<file path="src/rtl/bp_group_decoder.sv">
// bp_group_decoder: bit-serial decoder for the ECG BP-mode packed bitstream.
// A group is a 4-bit width header (MSB first) followed by four samples coded
// at that width. Sign-magnitude samples (ecgidx 0..2) carry a sign bit before
// the magnitude. Two's complement samples (ecgidx 3) carry only W bits.
// Decoded samples are handed downstream one per handshake, tagged 0..3.
module bp_group_decoder #(
    parameter int J = 10
) (
    input  logic         clk,
    input  logic         rst,
    input  logic [1:0]   ecgidx,
    input  logic         bit_in,
    input  logic         bit_valid,
    output logic         bit_ready,
    output logic [J-1:0] sample_out,
    output logic [1:0]   sample_idx,
    output logic         sample_valid,
    input  logic         sample_ready,
    output logic         hdr_err,
    output logic         group_done
);

    typedef enum logic [1:0] {
        ST_HDR  = 2'd0,
        ST_SIGN = 2'd1,
        ST_MAG  = 2'd2,
        ST_OUT  = 2'd3
    } state_t;

    // Widest header value that still fits in a J-bit sample.
    localparam logic [3:0] MAX_WIDTH = 4'(J);
    localparam logic [J:0] ZERO_WIDE = '0;

    state_t       state_q;
    logic [3:0]   hdrShift_q;
    logic [3:0]   width_q;
    logic [3:0]   bitCnt_q;
    logic         modeTc_q;
    logic         sign_q;
    logic [J-1:0] acc_q;
    logic [J-1:0] sampleOut_q;
    logic [1:0]   sampleIdx_q;
    logic         hdrErr_q;
    logic         groupDone_q;

    logic         bitFire;
    logic         sampleFire;
    logic [3:0]   hdrNext;
    logic [J-1:0] accNext;
    logic [J:0]   magWide;
    logic [J:0]   smWide;
    logic [J-1:0] smValue;
    logic [J-1:0] tcMask;
    logic [J-1:0] tcValue;

    // Handshakes, the next shift-register values and both candidate sample values.
    always_comb begin
        bit_ready    = (state_q != ST_OUT);
        sample_valid = (state_q == ST_OUT);
        bitFire      = bit_valid && bit_ready;
        sampleFire   = sample_valid && sample_ready;

        hdrNext = {hdrShift_q[2:0], bit_in};
        accNext = {acc_q[J-2:0], bit_in};

        // Negation is done one bit wider so a full-width magnitude of 2^(J-1)
        // lands on the most negative J-bit value after truncation.
        magWide = {1'b0, accNext};
        smWide  = sign_q ? (ZERO_WIDE - magWide) : magWide;
        smValue = smWide[J-1:0];

        // Ones above the coded width, used to sign-extend a W-bit value.
        tcMask  = {J{1'b1}} << width_q;
        tcValue = accNext[width_q - 4'd1] ? (accNext | tcMask) : accNext;
    end

    // Group decoding state machine with registered sample and pulse outputs.
    always_ff @(posedge clk) begin
        if (rst) begin
            state_q     <= ST_HDR;
            hdrShift_q  <= '0;
            width_q     <= '0;
            bitCnt_q    <= '0;
            modeTc_q    <= 1'b0;
            sign_q      <= 1'b0;
            acc_q       <= '0;
            sampleOut_q <= '0;
            sampleIdx_q <= '0;
            hdrErr_q    <= 1'b0;
            groupDone_q <= 1'b0;
        end else begin
            hdrErr_q    <= 1'b0;
            groupDone_q <= 1'b0;

            unique case (state_q)
                ST_HDR: begin
                    if (bitFire) begin
                        hdrShift_q <= hdrNext;
                        if (bitCnt_q == 4'd0) begin
                            modeTc_q <= (ecgidx == 2'd3);
                        end
                        if (bitCnt_q == 4'd3) begin
                            bitCnt_q    <= '0;
                            acc_q       <= '0;
                            sampleIdx_q <= '0;
                            if (hdrNext > MAX_WIDTH) begin
                                hdrErr_q <= 1'b1;
                            end else begin
                                width_q <= hdrNext;
                                if (hdrNext == 4'd0) begin
                                    sampleOut_q <= '0;
                                    state_q     <= ST_OUT;
                                end else if (modeTc_q) begin
                                    state_q <= ST_MAG;
                                end else begin
                                    state_q <= ST_SIGN;
                                end
                            end
                        end else begin
                            bitCnt_q <= bitCnt_q + 4'd1;
                        end
                    end
                end

                ST_SIGN: begin
                    if (bitFire) begin
                        sign_q   <= bit_in;
                        acc_q    <= '0;
                        bitCnt_q <= '0;
                        state_q  <= ST_MAG;
                    end
                end

                ST_MAG: begin
                    if (bitFire) begin
                        acc_q <= accNext;
                        if (bitCnt_q == width_q - 4'd1) begin
                            bitCnt_q    <= '0;
                            sampleOut_q <= modeTc_q ? tcValue : smValue;
                            state_q     <= ST_OUT;
                        end else begin
                            bitCnt_q <= bitCnt_q + 4'd1;
                        end
                    end
                end

                ST_OUT: begin
                    if (sampleFire) begin
                        if (sampleIdx_q == 2'd3) begin
                            groupDone_q <= 1'b1;
                            sampleIdx_q <= '0;
                            bitCnt_q    <= '0;
                            state_q     <= ST_HDR;
                        end else begin
                            sampleIdx_q <= sampleIdx_q + 2'd1;
                            acc_q       <= '0;
                            bitCnt_q    <= '0;
                            if (width_q == 4'd0) begin
                                sampleOut_q <= '0;
                            end else if (modeTc_q) begin
                                state_q <= ST_MAG;
                            end else begin
                                state_q <= ST_SIGN;
                            end
                        end
                    end
                end

                default: begin
                    state_q <= ST_HDR;
                end
            endcase
        end
    end

    assign sample_out = sampleOut_q;
    assign sample_idx = sampleIdx_q;
    assign hdr_err    = hdrErr_q;
    assign group_done = groupDone_q;

endmodule

</file>
<file path="config.mk">
export PLATFORM = sky130hd
export DESIGN_NAME = bp_group_decoder
export DESIGN_NICKNAME = d
export VERILOG_FILES = /design/src/rtl/bp_group_decoder.sv
export SDC_FILE = /design/constraint.sdc
export NUM_CORES = 1
export LEC_CHECK = 0
export CAP_MARGIN = 20
export CORE_MARGIN = 3
export CORE_UTILIZATION = 51
export DETAILED_ROUTE_END_ITERATION = 8
export GPL_ROUTABILITY_DRIVEN = 1
export PLACE_DENSITY = 0.74
export SETUP_SLACK_MARGIN = 0.3
export SKIP_CTS_REPAIR_TIMING = 1
export SYNTH_ARGS = -nofsm -noshare
export SYNTH_HDL_FRONTEND = slang
export SYNTH_SLANG_ARGS = --single-unit
</file>
<file path="constraint.sdc">
create_clock -name clk -period 2.29 [get_ports clk]
set_clock_uncertainty 0.15 [all_clocks]
set_input_delay 0.3435 -clock clk [delete_from_list [all_inputs] [get_ports clk]]
set_output_delay 0.3435 -clock clk [all_outputs]
set_load 0.05 [all_outputs]
</file>
# Yosys cells after proc, flatten, opt, wreduce, memory -nomap -nowiden
# Index checks and enable logic that the tools add are counted.
[word_totals]
inputBits = 7
out_inout_bits = 16
regBits = 38
[classes]
n_lt_le_gt_ge = 2
reduce_logical = 19
n_shift = 1
add_sub_neg = 4
n_mux = 48
bitwise_logic = 7
n_eq_ne = 19
[ops]
columns = ["op", "count"]
rows = [
  ["two-way mux 10 bit", 12],
  ["two-way mux 9 bit", 6],
  ["case mux 9 bit (4 select lines)", 1],
  ["two-way mux 2 bit", 15],
  ["case mux 10 bit (3 select lines)", 1],
  ["two-way mux 4 bit", 6],
  ["inequality test 2 bit, second input constant", 9],
  ["case mux 4 bit (4 select lines)", 1],
  ["logical NOT 4 bit", 3],
  ["AND reduction 4 bit", 3],
  ["OR 10 bit", 1],
  ["AND reduction 10 bit", 1],
  ["left shift 10 x 4 -> 10 bit, first input constant", 1],
  ["subtractor 1 x 10 -> 10 bit, first input constant", 1],
  ["equality test 2 bit, second input constant", 4],
  ["case mux 2 bit (4 select lines)", 1],
  ["AND reduction 8 bit", 1],
  ["NOT 1 bit", 6],
  ["AND reduction 6 bit", 1],
  ["less-than comparator 4 x 5 -> 1 bit, second input constant", 1],
  ["adder 4 x 1 -> 4 bit, second input constant", 1],
  ["binary-select mux 1 bit (select 4 bit)", 1],
  ["equality test 4 x 2 -> 1 bit, second input constant", 1],
  ["equality test 4 bit", 1],
  ["other kinds (16)", 21],
]

# Logic depth before layout (Yosys ltp)
# Gate-level depths: netlist (run 1).
[logic_depth]
word_depth = 8
ltp_mapped = 9
ltp_nobuf = 8

# Least setup slack after synthesis (run 1)
# Ideal clock, no wire load.
[synth_path]
kind = "reg2reg"
from = "reg width_q[0]"
to = "reg sampleOut_q[1], in the netlist sample_out[1]"
stages_incl_launch_ff = 10
n_path_buf = 1
arrival_time_ns = 2.149
slack_ns = -0.126
cell_sequence = "dfxtp_1 > buf_2 > inv_1 > ha_1 > ha_1 > nand2b_1 > o32ai_1 > nor3_2 > o311ai_0 > a32o_1"
[synth_between]
elab_chain_len = 8
word_cells_on_any_way = 15
classes_between = "add/sub (1); eq/ne (3); shift (1); mux (7); bitwise (1); reduce/logical (2)"
[synth_lines]
columns = ["element", "line", "text"]
rows = [
  ["from (decl)", "36", "logic [3:0] width_q;"],
  ["from (signal assigned)", "109", "width_q <= hdrNext;"],
  ["subtractor 4 x 1 -> 4 bit", "74, 137", ""],
  ["binary-select mux 1 bit (select 4 bit)", "74", "tcValue = accNext[width_q - 4'd1] ? (accNext | tcMask) : accNext;"],
  ["two-way mux 1 bit (not written as such)", "74", ""],
  ["two-way mux 10 bit", "74", ""],
  ["two-way mux 10 bit", "139", "sampleOut_q <= modeTc_q ? tcValue : smValue;"],
  ["two-way mux 10 bit", "137", "if (bitCnt_q == width_q - 4'd1) begin"],
  ["two-way mux 10 bit", "135", "if (bitFire) begin"],
  ["case mux 10 bit (3 select lines)", "95", "unique case (state_q)"],
  ["to (signal assigned)", "139", ""],
  ["to (decl)", "41", "logic [J-1:0] sampleOut_q;"],
]
# Parallel ways exist; a longest one is shown, timed or not. The select of a mux whose other input is x is not followed.
# A chain may end at the register's enable or synchronous reset.

# Final worst setup path (run 1)
[layout_path]
from = "reg width_q[0]"
to = "reg sampleOut_q[8], in the netlist sample_out[8]"
# Same word-level chain as after synthesis.

==> results of run 1 <==
[stage by stage]
step / instance area [um^2] / hold slack [ps]
2_1_floorplan: 2310 / 308
3_3_place_gp: 2730 / 298
3_5_place_dp: 2730 / 309
4_1_cts: 2870 / 327
5_1_grt: 2990 / 340
6_report: 2990 / 321
[flip-flops by register name (all words and copies together), names as in the netlist]
signal / cells
acc_q: 9
bitCnt_q: 4
group_done: 1
hdrShift_q: 3
hdr_err: 1
modeTc_q: 1
sample_idx: 2
sample_out: 10
sign_q: 1
state_q: 2
width_q: 4
[layout by cell type (no fill, tap or decap), drive strengths merged, types with 4 or more instances in the layout]
cell and instances:
a21oi 21, a22o 4, a31oi 4, a32o 5, buf 33, clkbuf 6
clkdlybuf4s50 18, dfxtp 38, ha 8, inv 13, mux2i 11, nand2 30
nand2b 5, nand3 16, nor2 28, nor3 10, o21ai 5, o31ai 7
xnor2 6, xor2 8
[worst max-delay path by stage]
| stage | to | slack [ps] | cells past startpoint |
|---|---|---|---|
| floorplan | sample_out[8] | 60 | 9 |
| global placement | sample_out[4] | -30 | 6 |
| detailed placement | sample_out[0] | -60 | 6 |
| CTS | sample_out[4] | -10 | 6 |
| global route | sample_out[8] | 20 | 9 |
| finish | sample_out[8] | 90 | 9 |
[power by group through the flow]
stage / logic [W] / clock network [W] / registers, W
6_report: 0.000334 / 0.000633 / 0.000703
5_1_grt: 0.000363 / 0.000671 / 0.000706
4_1_cts: 0.000293 / 0.000647 / 0.000703
2_1_floorplan: 0.000198 / 0 / 0.000711
3_5_place_dp: 0.000292 / 0 / 0.000719
3_3_place_gp: 0.000288 / 0 / 0.000718
[area by class of cell]
class,count,area (um^2),share of cell area
Timing Repair Buffer,54,490,0.164
Tap cell,50,62.6,0.0209
Multi-Input combinational cell,208,1480,0.496
Clock inverter,2,38.8,0.0130
Clock buffer,6,93.8,0.0314
Inverter,13,51.3,0.0171
Sequential cell,38,772,0.258
[per-layer routing]
layer  vias to the layer above  global-route usage
met5                         -                   0
met4                         0              0.0656
met3                         2              0.0471
met2                        68               0.352
met1                      1023               0.324
li1                       1083                   -
[cells by family (layout without fill, tap and decap cells)]
kind of cell,after synthesis,count (layout),share of synthesized area
and+or+nand+nor,103,103,0.224
muxes,11,11,0.0490
buffers and inverters,28,75,0.0490
xor gates and xnor gates,14,14,0.0545
AOI/OAI and AO/OA,72,72,0.241
DFF,38,38,0.338
adders and majority gates,8,8,0.0445
==> results by stage, run 1 <==
Run status:
- The run finished with clean final reports.

Layout:
- The final core area utilization is 0.727.
- The number of antenna diodes is 0.
- The layout net count is 335.
- In the final layout, the share of cells above drive strength 1 is 0.227.
- The finished layout holds 371 standard cells, fillers aside.
- The area growth from synthesis to layout is 33.1%.
- The total of fill cells in the finished design is 313.

Synth:
- In the post-synthesis netlist, the biggest area contributors are sky130_fd_sc_hd__dfxtp_1, sky130_fd_sc_hd__nand2_1, sky130_fd_sc_hd__mux2i_1, sky130_fd_sc_hd__nor2_1, sky130_fd_sc_hd__a21oi_1.
- Counting every net in the synthesized netlist gives 289.
- Synthesis handed over a netlist of 274 instances.
- The most instantiated flip-flop cell in the synthesis netlist is sky130_fd_sc_hd__dfxtp_1.
- After synthesis the netlist holds a flip-flop and latch count of 38.
- The number of library cell types mapped by synthesis is 53.
- The total of warnings raised by yosys is 0.
- The largest total area in the synthesized netlist belongs to sky130_fd_sc_hd__dfxtp_1.
- sky130_fd_sc_hd__dfxtp_1 is the most common cell in the netlist.
- The share of the synthesized area in the top cell type is 0.338.
- The fraction of the yosys area taken by sequential cells is 0.338.
- The number of flops mapped to enable cells by yosys is 0.
- The synthesized cell area is 0.00225 mm^2.
- The commonest cells after synthesis are sky130_fd_sc_hd__dfxtp_1, sky130_fd_sc_hd__nand2_1, sky130_fd_sc_hd__nor2_1.
- The share of async-settable or async-resettable flops after synthesis is 0.
- The average cell area after synthesis is 8.21 um^2.

Clock network:
- The cell at the root of the clock tree is sky130_fd_sc_hd__clkbuf_8.
- The CTS clock-pin slew for the worst setup and hold paths is 80 ps.
- The later pin in the worst-skew pair is clocked with a latency of 290 ps.
- TritonCTS built the clock tree.
- The total clock sinks is 38.
- Counting the buffers created by CTS gives 5.
- The largest buffer count on any clock path is 2.
- The H-tree level count is 2.

Worst hold path:
- The end point of the most critical hold path is sample_out[3].
- Counting instances, the worst hold path has a depth of 1.
- The start point of the worst hold path is sample_out[3].
- The worst hold path belongs to the class reg -> reg.

Placement:
- Input and output buffers added on the ports amount to 22.
- The number of instances in the placed design is 358.
- The routability congestion estimate is 0.956.
- The pre-CTS worst setup slack is -55.4 ps.
- Once detailed placement completed, the half-perimeter wirelength came to 4.22 mm.

STA:
- The final hold violation count is 0.
- The final worst slack is 87.1 ps.
- The summed negative setup slack over all endpoints is 0 ps.
- The number of max-slew violations in the final report is 0.
- Headroom to the max-slew limit came out at 0.660.
- The transition time of the tightest slew-check pin is 510 ps.
- In the finished design, the share of the clock period the worst path needs comes to 0.962.
- Setup repair after global routing could not meet its margin everywhere.
- Static timing analysis puts the maximum clock frequency at 454 MHz.
- The count of final setup violators is 0.
- The worst path in the final design needs a cycle of 2200 ps, including I/O delays and setup.

Routing:
- The DRC violation total after the first TritonRoute iteration is 212.
- The wire length per cell is 16.2 um.
- The via-per-instance ratio is 5.87.
- The detail route stage leaves a number of antenna-violating nets equal to 0.
- The highest layer touched by signal routing is met4.
- Summed over all nets, wire length on met2 after detailed routing comes to 2.80 mm.
- The pre-antenna-repair detailed-routing pass consisted of 4 iterations.
- The DRC violation count after routing is 0.
- Summed over all nets, wire length on met3 after detailed routing comes to 351 um.
- The wire length after detailed routing is 5.99 mm.
- For this block, the via count after detailed routing is 2176.
- The total routed wire length on the met1 layer is 2.81 mm.

GRT:
- The number of global-route vias before repair is 2028.
- The initial antenna violation count is 0.
- The total overflow left after global routing is 0.
- In the global route stage, overall resource usage came out at 0.229.
- Entering global routing, the biggest net connects 23 pins.
- The first global-routing pass estimated 9.52 mm of wire.

Floorplanning:
- The number of top-level design ports is 23.
- The horizontal die dimension is 72.4 um.
- The effective utilization at floorplan is 0.546.
- Row generation in the floorplan step produced 23 rows.
- The core box area is 0.00412 mm^2.
- In this run the vertical extent of the chip is 72.4 um.
- The die covers 0.00524 mm^2.

Critical path:
- The most critical setup path has its startpoint at width_q[0].
- The count of cells along the worst register-to-register path is 9.
- Together, buffers and inverters on the worst path number 2.
- The delay of the slowest cell on the worst path is 390 ps.
- The reg-to-reg critical path startpoint is width_q[0].
- The endpoint of the worst-slack reg-to-reg timing path is sample_out[8].
- The arrival time of data at the critical path endpoint is 2270 ps.
- For this design, the slowest cell found on the critical path is sky130_fd_sc_hd__a2111oi_4.
- Across all register-to-register paths, the minimum setup slack is 90 ps.
- The critical path endpoint category is a flip-flop.
- Among cell families on the critical path, the largest total delay comes from compound AO/OA/AOI/OAI gates.
- At the worst endpoint, the required time is 2360 ps.
- The sort of element at the start of the critical path is a flip-flop.
- The type of the worst setup path is reg -> reg.
- Traced cell by cell, the critical path runs through inv_4, ha_4, ha_4, xor2_2, nand3_2, a2111oi_4, buf_6, nand3_2, o2bb2ai_2.
- The biggest fanout along the worst timing path is 5.

Pwr:
- The leakage dissipation is 1.14 nW.
- The portion of total power attributed to combinational logic is 0.200.
- Power spread over the standard cell area amounts to 558 mW/mm^2.
- In this run the power spent charging and discharging nets is 0.000454 W.
- Of the total power, the clock network draws 0.379.
- IR analysis of the VDD net gives a maximum drop of 0.598 mV.
- The internal power of the cells totals 0.00122 W.
- The completed layout was analyzed and its total power is 0.00167 W.
- The sequential fraction of design power is 0.421.
- The fraction of power spent switching nets is 0.272.

Flow run:
- The count of max-cap constraint violations is 0.
(Power assumes the default switching activity.)
==> inputs of run 2 (changes only) <==
==> constraint.sdc (replaced) <==
create_clock -name clk -period 2 [get_ports clk]
set_clock_uncertainty 0.15 [all_clocks]
set_input_delay 0.3 -clock clk [delete_from_list [all_inputs] [get_ports clk]]
set_output_delay 0.3 -clock clk [all_outputs]
set_load 0.05 [all_outputs]
==> results by stage, run 2 (same netlist as run 1, synthesis figures left out) <==
Run status:
- The run finished, with violations left.
- The final reports fail on negative setup slack.

GRT:
- For this run, the total global-route usage over all layers was measured as 0.248.
- Entering global routing, the biggest net connects 15 pins.
- The remaining global-route overflow is 0.
- The initial antenna violation count is 0.
- The first-pass GRT wire length is 10.2 mm.
- The number of global-route vias before repair came to 2174.

Pwr:
- The leakage dissipation is 1.51 nW.
- The maximum VDD drop is 0.332 mV.
- The power density normalized to cell area is 577 mW/mm^2.

Critical path:
- Traced cell by cell, the critical path runs through inv_4, ha_4, ha_4, xor2_2, and3_1, a21boi_1, a2111o_1, a21oi_1.
- The reg2reg setup slack is -210 ps.
- The beginning of the critical path is width_q[0].
- The critical path endpoint category is a flip-flop.
- The critical path buffer and inverter count is 1.
- STA classifies the critical path startpoint as a flip-flop.
- The biggest fanout along the worst timing path is 5.
- The critical path is of the reg -> reg type.
- The required time of the worst setup path is 2070 ps.
- The slowest stage of the critical path is the sky130_fd_sc_hd__a2111o_1 cell.
- The arrival time of data at the critical path endpoint is 2280 ps.
- The dominant delay contributor by cell family on the critical path is compound AO/OA/AOI/OAI gates.
- The cell repeated most along the worst path is sky130_fd_sc_hd__ha_4.
- In this run the critical register-to-register path is launched from width_q[0].
- On the worst path, the slowest cell contributes a delay of 400 ps.

Flow run:
- The tool flagged a number of max-cap violations equal to 0.

Layout:
- The number of antenna diodes is 0.
- The most common library cell in the layout ignoring fill and taps is sky130_fd_sc_hd__buf_4.
- Summing all multi-input logic gate instances after layout gives 0.00161 mm^2.
- The final core area utilization is 0.813.
- Of the cells placed in the final design, the portion with a size suffix greater than 1 is 0.349.
- Relative to the synthesized area, the layout overhead comes to 48.8%.
- The filler cells instantiated in the layout total 275.
- The flip-flop count of the largest register after layout is 10.
- Summing all flip-flop and latch instances after layout gives 778 um^2.
- After routing the design area is 0.00335 mm^2.
- Leaving out fill and tap cells, the most frequent cells in the layout are sky130_fd_sc_hd__buf_4, sky130_fd_sc_hd__dfxtp_1, sky130_fd_sc_hd__nand2_1.
- The layout net count is 361.

STA:
- Setup violations remaining at the end of the flow were counted as 15.
- At the pin with the least slew margin, the transition time is 514 ps.
- Setup repair after global routing could not meet its margin everywhere.
- Static timing analysis puts the maximum clock frequency at 453 MHz.
- Subtracting the final worst setup slack from the clock period gives 2210 ps.
- The final hold violation count was 0.
- The headroom to the max-slew limit is 0.657.
- In the post-route analysis, the smallest setup slack over all paths is -209 ps.
- Hold timing on the final database bottoms out at a slack of 317 ps.
- The post-route fraction of the period consumed by the critical path is 1.10.
- The number of max-slew violations in the final report came to 0.

Routing:
- The first routing iteration left 159 violations.
- The routed layout has 2422 vias.
- In the final routed layout, each cell accounts on average for 18.0 um.
- The wire length after detailed routing is 7.13 mm.
- The DRC violation count after routing is 0.
- The pre-antenna-repair detailed-routing pass consisted of 5 iterations.
- The antenna violation net count after detailed routing is 0.
- The via-per-instance ratio is 6.10.

Floorplanning:
- The number of top-level design ports is 23.
- The floorplan step defined a die boundary enclosing 0.00524 mm^2.
- The effective utilization at floorplan is 0.546.
- Measured along the y axis, the die boundary spans 72.4 um.
- The core box area is 0.00412 mm^2.
- The floorplan row count is 23.
- The horizontal die dimension is 72.4 um.

Clock network:
- The largest buffer count on any clock path is 2.
- After clock tree synthesis, the clock-pin slew on the worst setup and hold paths is 80 ps.
- The cell at the root of the clock tree is sky130_fd_sc_hd__clkbuf_8.
- The clock tree from TritonCTS is done.
- The H-tree level count is 2.
- CTS saw 38 sinks.
- For the worst-skew pair, the clock arrives at the later sink with an insertion delay of 300 ps.
- The total CTS buffers is 5.

Worst hold path:
- The worst hold path begins at sample_out[7].
- The path class of the tightest hold or removal check is reg -> reg.

Placement:
- The routability congestion estimate is 1.00.
- The wire-length estimate of the detail-placed layout is 4.69 mm.
- The count of buffers from port buffering is 22.
- The placed instances occupy a cell area of 0.00296 mm^2.
-- run 2: stage by stage --
step	setup TNS (ps)	power [W]	instances	setup slack, ps
2_1_floorplan	-1850	0.00105	274	-227
3_3_place_gp	-3380	0.00122	383	-290
3_5_place_dp	-4200	0.00122	383	-307
4_1_cts	-3020	0.00184	391	-264
5_1_grt	-3600	0.00200	397	-262
6_report	-2070	0.00193	397	-209
-- run 2: layout make-up --
cell class	instances	area share
clock inverters	2	0.00449
flip-flops and latches	38	0.233
well taps	50	0.0187
inverters	13	0.0153
clock buffers	6	0.0280
repair buffers	80	0.221
multi-input cells	208	0.480
-- run 2: power breakdown --
part           switching (W)  total (W)  internal [W]
sequential         0.0000285   0.000807      0.000779
clock               0.000307   0.000628      0.000321
combinational       0.000264   0.000496      0.000231
-- run 2: layer usage --
| layer | up-vias | wire, um | global-route usage |
|---|---|---|---|
| met4 | 0 | 199 | 0.0717 |
| li1 | 1134 | - | - |
| met2 | 109 | 3350 | 0.401 |
| met1 | 1154 | 3090 | 0.326 |
| met3 | 25 | 483 | 0.0651 |
| met5 | - | 0 | 0 |
-- run 2: path summary, 6_finish.rpt --
| check | to | cells after the start |
|---|---|---|
| worst max-delay path | state_q[0] | 8 |
| worst min-delay path | sample_out[7] | 1 |
| worst max register to register | state_q[0] | 8 |
| worst min register to register | sample_out[7] | 1 |
==> inputs of run 3 (changes only) <==
--- a/config.mk
+++ b/config.mk
@@ -7,10 +7,10 @@
 export LEC_CHECK = 0
 export CAP_MARGIN = 20
 export CORE_MARGIN = 3
-export CORE_UTILIZATION = 51
+export CORE_UTILIZATION = 50
 export DETAILED_ROUTE_END_ITERATION = 8
 export GPL_ROUTABILITY_DRIVEN = 1
-export PLACE_DENSITY = 0.74
+export PLACE_DENSITY = 0.72
 export SETUP_SLACK_MARGIN = 0.3
 export SKIP_CTS_REPAIR_TIMING = 1
 export SYNTH_ARGS = -nofsm -noshare
==> results by stage, run 3 (same netlist as run 1, synthesis figures left out) <==
Layout:
- The most common library cell in the layout ignoring fill and taps is sky130_fd_sc_hd__buf_4.
- In the layout the commonest cells are sky130_fd_sc_hd__buf_4, sky130_fd_sc_hd__dfxtp_1, sky130_fd_sc_hd__nand2_1.
- 0 antenna diodes ended up in the layout.
- In the final layout, the share of cells above drive strength 1 is 0.372.
- At the end of the flow the core is filled with cells to 0.819.
- The post-synthesis to final-layout area growth is 51.9%.
- The register with the most flip-flops in the layout has 10 of them.
- The layout net count is 363.

Pwr:
- The completed layout was analyzed and its total power is 0.00187 W.
- The maximum VDD drop is 0.517 mV.
- The power density normalized to cell area is 546 mW/mm^2.
- The leakage dissipation is 1.53 nW.

Floorplanning:
- For this design the top-level I/O count stands at 23.
- The core region is 0.00417 mm^2.
- The die height is 73.1 um.
- The effective utilization at floorplan is 0.539.
- The initialized floorplan defines 23 standard-cell rows.
- The area enclosed by the die boundary is 0.00534 mm^2.
- The horizontal die dimension is 73.1 um.

Clock network:
- Counting every sink on the clock net gives 38.
- After clock tree synthesis, the clock-pin slew on the worst setup and hold paths is 70 ps.
- TritonCTS built the clock tree.
- The clock latency on the worst-skew pair is 290 ps.
- The largest buffer count on any clock path is 2.
- The total CTS buffers is 5.
- The clock tree synthesis step divided the H-tree into 2 levels.
- The tree is rooted in a sky130_fd_sc_hd__clkbuf_8.

Critical path:
- Counting both buffers and inverters, the worst setup path holds a total of 2.
- In this design, the largest share of critical-path delay is due to compound AO/OA/AOI/OAI gates.
- The worst setup path is launched from a flip-flop.
- STA puts the critical path data arrival time at 2280 ps.
- The cell with the biggest individual delay on the critical path is sky130_fd_sc_hd__a2111oi_4.
- By startpoint and endpoint, the worst setup path is classified as reg -> reg.
- Walking the worst path, the cells encountered are inv_4, ha_4, ha_4, xor2_2, nand3_2, a2111oi_4, buf_6, nand3_2, o2bb2ai_2.
- The biggest fanout along the worst timing path is 5.
- The required time of the worst setup path is 2080 ps.
- For this run, the slowest stage of the critical path takes 420 ps.
- The worst setup path is captured at a flip-flop.

GRT:
- Entering global routing, the biggest net connects 18 pins.
- The total routing usage reported by global routing is 0.231.
- The first-pass GRT wire length is 9.68 mm.
- The number of global-route vias before repair was 2066.
- Global routing finished with a remaining overflow of 0.
- The initial antenna violation count is 0.

STA:
- The transition time of the tightest slew-check pin is 510 ps.
- The final hold violation count is 0.
- Static timing analysis puts the maximum clock frequency at 455 MHz.
- The minimum clock period is 2200 ps.
- The final worst slack is -197 ps.
- Setup repair after global routing could not meet its margin everywhere.
- Setup violations remaining at the end of the flow were counted as 14.
- The worst pin sits at a relative slew slack of 0.660.
- Final hold analysis gives a worst-case slack of 316 ps.
- The number of max-slew violations in the final report is 0.
- Dividing the final minimum period by the clock period gives 1.10.

Routing:
- The detailed router put a total of 3.06 mm of wire on met1.
- The antenna violation net count after detailed routing is 0.
- The wire length per cell is 17.3 um.
- Wire segments on met3 add up to 501 um in the final route.
- After detailed routing, the number of remaining DRC violations is 0.
- The total vias in the final route is 2369.
- The pre-antenna-repair detailed-routing pass consisted of 4 iterations.
- After detailed routing, no signal wire sits above met4.
- The detailed router finished its first iteration with 279 violations.
- The via-per-instance ratio is 5.94.
- Wire segments on met2 add up to 3.25 mm in the final route.
- Summed over all layers, the routed wires come to 6.92 mm.

Placement:
- At the end of routability-driven placement, the weighted congestion stood at 0.936.
- During placement, the flow inserted port buffers numbering 22.
- The HPWL reported at the end of detailed placement is 4.45 mm.

Run status:
- The checks that failed: negative setup slack.
- The run finished, with violations left.

Flow run:
- The count of max-cap constraint violations is 0.

Worst hold path:
- The class of the most critical hold timing path is reg -> reg.
## run 3: layout make-up
cell class,instances,area (um^2)
multi-input cells,209,1690
flip-flops and latches,38,778
fillers,255,757
repair buffers,81,746
clock buffers,7,86.3
well taps,50,62.6
inverters,13,51.3
clock inverters,1,5.00
## run 3: worst paths after layout
check / startpoint / cells after the start / slack, ps / to
worst max register to register: width_q[0] / 9 / -200 / sample_out[8]
worst min register to register: sample_out[2] / 1 / 320 / sample_out[2]
worst max-delay path: width_q[0] / 9 / -200 / sample_out[8]
worst min-delay path: sample_out[2] / 1 / 320 / sample_out[2]
## run 3: metrics by stage
step           instances  TNS, ps  instance area (um^2)  worst slack, ps
6_report             399    -2010                  3420             -197
5_1_grt              399    -2880                  3420             -255
4_1_cts              391    -3050                  3050             -278
3_5_place_dp         383    -4190                  2960             -341
3_3_place_gp         383    -3430                  2960             -290
2_1_floorplan        274    -1850                  2330             -227
## run 3: worst reg2reg max path, cell delays in order, from the launching register on
cell	delay, ps
sky130_fd_sc_hd__dfxtp_2	360
sky130_fd_sc_hd__inv_4	40
sky130_fd_sc_hd__ha_4	160
sky130_fd_sc_hd__ha_4	300
sky130_fd_sc_hd__xor2_2	170
sky130_fd_sc_hd__nand3_2	160
sky130_fd_sc_hd__a2111oi_4	420
sky130_fd_sc_hd__buf_6	200
sky130_fd_sc_hd__nand3_2	70
sky130_fd_sc_hd__o2bb2ai_2	100
## run 3: power by group
part | leakage (nW) | internal [W] | total, W | switching (W)
logic | 1.17 | 0.000236 | 0.000511 | 0.000275
registers | 0.311 | 0.000779 | 0.000804 | 0.0000258
clock network | 0.0482 | 0.000278 | 0.000551 | 0.000273
total | 1.53 | 0.00129 | 0.00187 | 0.000574
## run 3: layer usage
metal	GRT usage	vias to the layer above
li1	-	1138
met1	0.338	1128
met2	0.350	88
met3	0.0386	15
met4	0.0615	0
met5	0	-
